## src/rtl/tq_dct_ctrl.sv

```systemverilog
// Purpose: loads four residual rows, hands the block to a 4x4 DCT datapath, unloads four coefficient rows.
// Latency: row 3 accepted in cycle T -> capture in T+1 -> coefficient row 0 valid in T+2 (row 3 out in T+5).
// Backpressure: in_ready_o only in LOAD; out_row_o/out_last_o hold while out_valid_o=1 and out_ready_i=0.
module tq_dct_ctrl (
  input  logic         clk,
  input  logic         rst_n,
  input  logic         flush_i,
  input  logic         in_valid_i,
  output logic         in_ready_o,
  input  logic [35:0]  in_row_i,
  output logic [143:0] dct_src_o,
  input  logic [239:0] dct_coef_i,
  output logic         out_valid_o,
  input  logic         out_ready_i,
  output logic [59:0]  out_row_o,
  output logic         out_last_o,
  output logic         busy_o,
  output logic [15:0]  blk_cnt_o
);

  typedef enum logic [1:0] {
    LOAD = 2'd0,
    CAPT = 2'd1,
    OUT  = 2'd2
  } state_t;

  state_t state;
  state_t state_nxt;

  logic        in_acc;
  logic        out_acc;
  logic [1:0]  in_cnt;
  logic [1:0]  out_cnt;
  logic [15:0] blk_cnt;

  // Row r of each buffer is packed at the low-to-high position matching sample/coefficient index 4r+c.
  logic [3:0][35:0] src_buf;
  logic [3:0][59:0] coef_buf;

  // State register.
  always_ff @(posedge clk or negedge rst_n) begin
    if (!rst_n) begin
      state <= LOAD;
    end else begin
      state <= state_nxt;
    end
  end

  // Next-state and handshake decode; flush overrides whatever the handshakes would have done.
  always_comb begin
    state_nxt   = state;
    in_ready_o  = 1'b0;
    out_valid_o = 1'b0;
    out_last_o  = 1'b0;
    in_acc      = 1'b0;
    out_acc     = 1'b0;
    case (state)
      LOAD: begin
        in_ready_o = 1'b1;
        in_acc     = in_valid_i;
        if (in_valid_i && (in_cnt == 2'd3)) begin
          state_nxt = CAPT;
        end
      end
      CAPT: begin
        state_nxt = OUT;
      end
      OUT: begin
        out_valid_o = 1'b1;
        out_last_o  = (out_cnt == 2'd3);
        out_acc     = out_ready_i;
        if (out_ready_i && (out_cnt == 2'd3)) begin
          state_nxt = LOAD;
        end
      end
      default: begin
        state_nxt = LOAD;
      end
    endcase
    if (flush_i) begin
      state_nxt = LOAD;
    end
  end

  // Row counters and completed-block counter; a flush clears the row counters but never counts a block.
  always_ff @(posedge clk or negedge rst_n) begin
    if (!rst_n) begin
      in_cnt  <= 2'd0;
      out_cnt <= 2'd0;
      blk_cnt <= 16'd0;
    end else if (flush_i) begin
      in_cnt  <= 2'd0;
      out_cnt <= 2'd0;
    end else begin
      if (in_acc) begin
        in_cnt <= in_cnt + 2'd1;
      end
      if (out_acc) begin
        out_cnt <= out_cnt + 2'd1;
        if (out_cnt == 2'd3) begin
          blk_cnt <= blk_cnt + 16'd1;
        end
      end
    end
  end

  // Source rows are written as they arrive; the whole coefficient block is sampled in the single CAPT cycle.
  always_ff @(posedge clk or negedge rst_n) begin
    if (!rst_n) begin
      src_buf  <= '0;
      coef_buf <= '0;
    end else if (!flush_i) begin
      if (in_acc) begin
        src_buf[in_cnt] <= in_row_i;
      end
      if (state == CAPT) begin
        coef_buf <= dct_coef_i;
      end
    end
  end

  assign dct_src_o = src_buf;
  assign out_row_o = coef_buf[out_cnt];
  assign busy_o    = (state != LOAD) || (in_cnt != 2'd0);
  assign blk_cnt_o = blk_cnt;

endmodule

```

## config.mk

```make
export PLATFORM = sky130hd
export DESIGN_NAME = tq_dct_ctrl
export DESIGN_NICKNAME = d
export VERILOG_FILES = /design/src/rtl/tq_dct_ctrl.sv
export SDC_FILE = /design/constraint.sdc
export NUM_CORES = 1
export LEC_CHECK = 0
export ABC_AREA = 1
export CORE_ASPECT_RATIO = 1.4
export CORE_MARGIN = 2
export CORE_UTILIZATION = 45
export CTS_BUF_LIST = sky130_fd_sc_hd__clkbuf_2 sky130_fd_sc_hd__clkbuf_4 sky130_fd_sc_hd__clkbuf_8
export DETAILED_ROUTE_END_ITERATION = 12
export GPL_ROUTABILITY_DRIVEN = 0
export GPL_TIMING_DRIVEN = 1
export HOLD_SLACK_MARGIN = 0.08
export PLACE_DENSITY = 0.84
export SLEW_MARGIN = 20
export SYNTH_ARGS = -nofsm -noshare
export SYNTH_HDL_FRONTEND = slang
export SYNTH_SLANG_ARGS = --single-unit
```

## constraint.sdc

```tcl
create_clock -name clk -period 1.76 [get_ports clk]
set_input_delay 0.264 -clock clk [delete_from_list [all_inputs] [get_ports clk]]
set_output_delay 0.264 -clock clk [all_outputs]
set_load 0.02 [all_outputs]
```

## Yosys cells after proc, flatten, opt, wreduce, memory -nomap -nowiden

Cells that the tools add are included.

| word-level totals | value |
|---|---|
| output and inout port bits | 224 |
| bits in registers | 406 |
| input port bits | 281 |

| cells by class | value |
|---|---|
| bitwise logic cells | 1 |
| muxes and demuxes | 18 |
| add/subtract/negate cells | 3 |
| reductions and logical operators | 13 |
| equal/unequal tests | 6 |
| order comparisons | 3 |

Operator list:

| cell | number |
|---|---|
| $bwmux W144 | 1 |
| $bmux W60 S2 | 1 |
| $demux W36 S2 | 1 |
| $mux W60 | 1 |
| $mux W36 | 1 |
| $add A16 B1 Y16 const B | 1 |
| $mux W2 | 7 |
| $reduce_bool A2 Y1 | 4 |
| $eq A2 B2 Y1 const B | 3 |
| $lt A2 B3 Y1 const B | 2 |
| $ne A3 B3 Y1 const B | 2 |
| $pmux W2 S3 | 1 |
| $reduce_and A2 Y1 | 3 |
| $mux W1 | 5 |
| $add A2 B1 Y2 const B | 2 |
| $logic_and A1 B1 Y1 | 3 |
| $reduce_and A3 Y1 | 1 |
| $eq A2 B1 Y1 const B | 1 |
| $ge A2 B1 Y1 const B | 1 |
| $logic_not A2 Y1 | 1 |
| $logic_or A1 B1 Y1 | 1 |
| $not A1 Y1 | 1 |

## Logic depth before layout (Yosys ltp)

| depth | value |
|---|---|
| depth after elaboration | 5 |
| gate-level depth with buffers | 9 |
| mapped depth without buffers | 9 |

## Least setup slack after synthesis

Ideal clock, no wire load.

| timing path | value |
|---|---|
| path kind | reg-to-output |
| start | reg out_cnt[0] |
| end | out out_row_o[0] |
| stages on the path, launching flop included | 6 |
| setup slack | 0.103 ns |
| required time | 1.496 ns |
| arrival | 1.393 ns |
| cells stage by stage | dfrtp_1 > inv_1 > buf_2 > buf_1 > nor2_1 > o22ai_1 |

| on the way | value |
|---|---|
| word-level cells in the longest chain between the ends | 2 |

RTL lines:

| what | RTL line | text |
|---|---|---|
| start, declared | 33 | `logic [1:0] out_cnt;` |
| start signal, assigned | 99 | `out_cnt <= out_cnt + 2'd1;` |
| $bmux W60 S2 | 123 | `assign out_row_o = coef_buf[out_cnt];` |
| $mux W60 (implied by the code) | 123 |  |
| end, declared | 15 | `output logic [59:0] out_row_o,` |

Every way passes these cells. The select of a mux whose other input is x is not followed.

## Worst setup path after layout

| timing path | value |
|---|---|
| start | reg out_cnt[1] |
| end | out out_row_o[11] |

The elaborated chain is that of the path after synthesis.

==> results.json <==
{
  "r2r-end": "coef_buf[153]$_DFFE_PN0P_",
  "period_needed_ns": 2.86,
  "cp-start-kind": "flip-flop",
  "die-area_um2": 40100,
  "cap_violations": 0,
  "seq_area_frac_synth_pct": 58.6,
  "place_area_um2": 23700,
  "cp-end-kind": "output pin",
  "drive_gt1_share_pct": 24.2,
  "cts.sinks": 406,
  "area_delta_synth_final_pct": 54.8,
  "crit_arrival_ns": 2.59,
  "syn_area_per_cell_um2": 10.8,
  "die_y_um": 236,
  "cp_max_fo": 13,
  "start_util_pct": 45.4,
  "finalMaxSlewViolations": 0,
  "grt_use_met2_pct": 52.4,
  "ant_nets": 0,
  "relSlewSlack_pct": 47.9,
  "tightest_slew_ns": 0.782,
  "avgViaCountPerCell": 5.98,
  "ff2ff_path_depth": 5,
  "ir_drop_uv": 868,
  "use_met3_pct": 13.5,
  "grt-ovfl-total": 0,
  "fmax_mhz": 350,
  "drt_pre_antenna_iters": 7,
  "p_leak_nw": 13.6,
  "antenna_found_initial": 24,
  "drc": 0,
  "wirelength_um": 78400,
  "clk_latency_ns": 0.64,
  "fin_ws_ns": -1.10,
  "total_power_mw": 26.7,
  "critPathRequiredTime_ns": 1.50,
  "post-route-period-util_pct": 162,
  "grt_max_degree": 79,
  "port-buffer-count": 504,
  "skew_ns": 0.0478,
  "drt-wirelength-per-cell_um": 28.2,
  "hpwl_um": 43900,
  "drt_iter0_drc": 1600,
  "outcome": "finished, violations left",
  "synth_cell_types": 26,
  "syn_nets": 1895,
  "r2r_slack_ns": -0.12,
  "track_usage_pct": 32.5,
  "busiest_layer": "met2",
  "path_clk_slew_ns": 0.07,
  "grt_setup_unrepaired": "yes",
  "startpoint": "out_cnt[1]$_DFFE_PN0P_",
  "grt_pass1_wl_um": 99000,
  "final_area_um2": 26800,
  "ys_warn_count": 0,
  "worstSetupEndpoint": "out_row_o[11]",
  "die_w_um": 170,
  "setup_viol": 76,
  "core_area_um2": 38200,
  "rows": 85,
  "p_per_area_nw_per_um2": 994,
  "synth_area_um2": 17300,
  "hold_path_class": "input port to async pin",
  "num-nets-final": 2524,
  "cts_tree": "built",
  "r2r_start": "state[0]$_DFFE_PN0P_",
  "n_fill_cell": 2382,
  "syn_inst": 1608,
  "h-tree-depth": 3,
  "grt_use_met1_pct": 35.3,
  "grt_pass1_vias": 16600,
  "num_vias": 16600,
  "cts_made_buffers": 66,
  "hold_violations": 0,
  "violations": "setup timing",
  "clockBufferDepth": 3,
  "ys_seq_elements": 406,
  "io_pins": 505,
  "root_buffer": "clkbuf_8",
  "path_class": "flip-flop to output pin"
}
## sequential cells by signal, indices dropped and copies added (netlist names)
| register | flops |
|---|---|
| blk_cnt_o | 16 |
| coef_buf | 240 |
| dct_src_o | 144 |
| in_cnt | 2 |
| out_cnt | 2 |
| state | 2 |
## area by class of cell
| type | count | area (µm²) | share of cell area [%] |
|---|---|---|---|
| tap | 478 | 598 | 2.23 |
| sequential | 406 | 10200 | 37.9 |
| clock buffer | 99 | 1240 | 4.64 |
| multi-input combinational | 1075 | 7300 | 27.2 |
| clock inverter | 13 | 166 | 0.620 |
| timing repair buffer | 661 | 7170 | 26.7 |
| antenna | 24 | 60.1 | 0.224 |
| inverter | 27 | 120 | 0.448 |
## routing by layer
layer	part of all wire, %	routed length [µm]
met1	32	25300
met2	45	35100
met3	14	11300
met4	8.2	6400
met5	0.25	198
## how the worst min path moves through the flow
stage               depth (start not counted)  slack (ns)                        end   from
CTS                                         2        0.09  coef_buf[162]$_DFFE_PN0P_  rst_n
global route                                2        0.14  coef_buf[113]$_DFFE_PN0P_  rst_n
detailed placement                          1        0.17  coef_buf[162]$_DFFE_PN0P_  rst_n
finish                                      2        0.12  coef_buf[233]$_DFFE_PN0P_  rst_n
floorplan                                   0       -0.03   blk_cnt_o[0]$_DFFE_PN0P_  rst_n
global placement                            1        0.16  coef_buf[162]$_DFFE_PN0P_  rst_n
## power breakdown
part / internal (mW) / switching (mW)
Combinational: 2.52 / 3.43
Sequential: 10.7 / 0.944
Clock: 4.98 / 4.12
## critical path, cell delays in order, from the launching register on
cell and delay [ns]:
dfrtp_2 0.45, clkinvlp_4 0.17, buf_4 0.14, buf_8 0.17, o21ai_0 0.12, o22ai_1 0.61, buf_4 0.28
## per-stage QoR
step,utilization [%],cells,setup slack (ns),hold WS (ns),setup TNS [ns]
2_1_floorplan,-,1608,0.103,-0.0316,0
3_3_place_gp,62.1,2593,-0.311,0.156,-26.21
3_5_place_dp,62.1,2593,-0.327,0.165,-31.57
4_1_cts,67.2,2733,-0.640,0.0911,-33.66
5_1_grt,70.2,2776,-1.14,0.137,-42.96
6_report,70.3,2783,-1.10,0.117,-38.39
## cells in the final DEF, fill, tap and decap left out, drive strengths merged
master	n
dfrtp	406
nand2	368
clkdlybuf4s50	279
mux2	240
o21ai	232
buf	210
dlygate4sd2	155
nor2	140
clkbuf	111
o22ai	60
inv	28
diode	24
nand3	14
xor2	7
clkinvlp	6
ha	6
xnor2	4
bufinv	3
nand4	3
clkinv	3
bufbuf	2
clkdlybuf4s15	2
nor3	1
dlygate4sd3	1
## synth_stat cells, drive strengths merged
master | instances | share of area [%]
nor2 | 140 | 3.3
nand4 | 3 | 0.19
mux2 | 240 | 16
ha | 6 | 0.43
inv | 27 | 0.58
nand2 | 368 | 8.0
buf | 52 | 2.3
nor3 | 1 | 0.029
nand3 | 14 | 0.51
clkbuf | 48 | 1.0
xnor2 | 4 | 0.20
dfrtp | 406 | 59
o22ai | 60 | 2.2
o21ai | 232 | 6.7
xor2 | 7 | 0.35
## logic make-up (layout without fill, tap and decap cells)
kind of cell / count (synthesis) / after routing / share of synthesized area [%]
mux: 240 / 240 / 15.6
xor+xnor: 11 / 11 / 0.556
buf+inv: 127 / 800 / 3.91
other cells: 0 / 24 / 0
compound gates: 292 / 292 / 8.87
flops: 406 / 406 / 58.6
fa+ha+maj: 6 / 6 / 0.433
simple gates: 526 / 526 / 12.0
## what timing repair did
item | CTS | global route
endpoints found under the setup margin | 231 | 122
pin swaps | 21 | 40
buffers inserted | 20 | 15
resized for setup | 535 | 231
hold endpoints to repair | 297 | 0
hold buffers | 1 | 0
cloned | 9 | 12
Power figures use the tool's default switching activity.
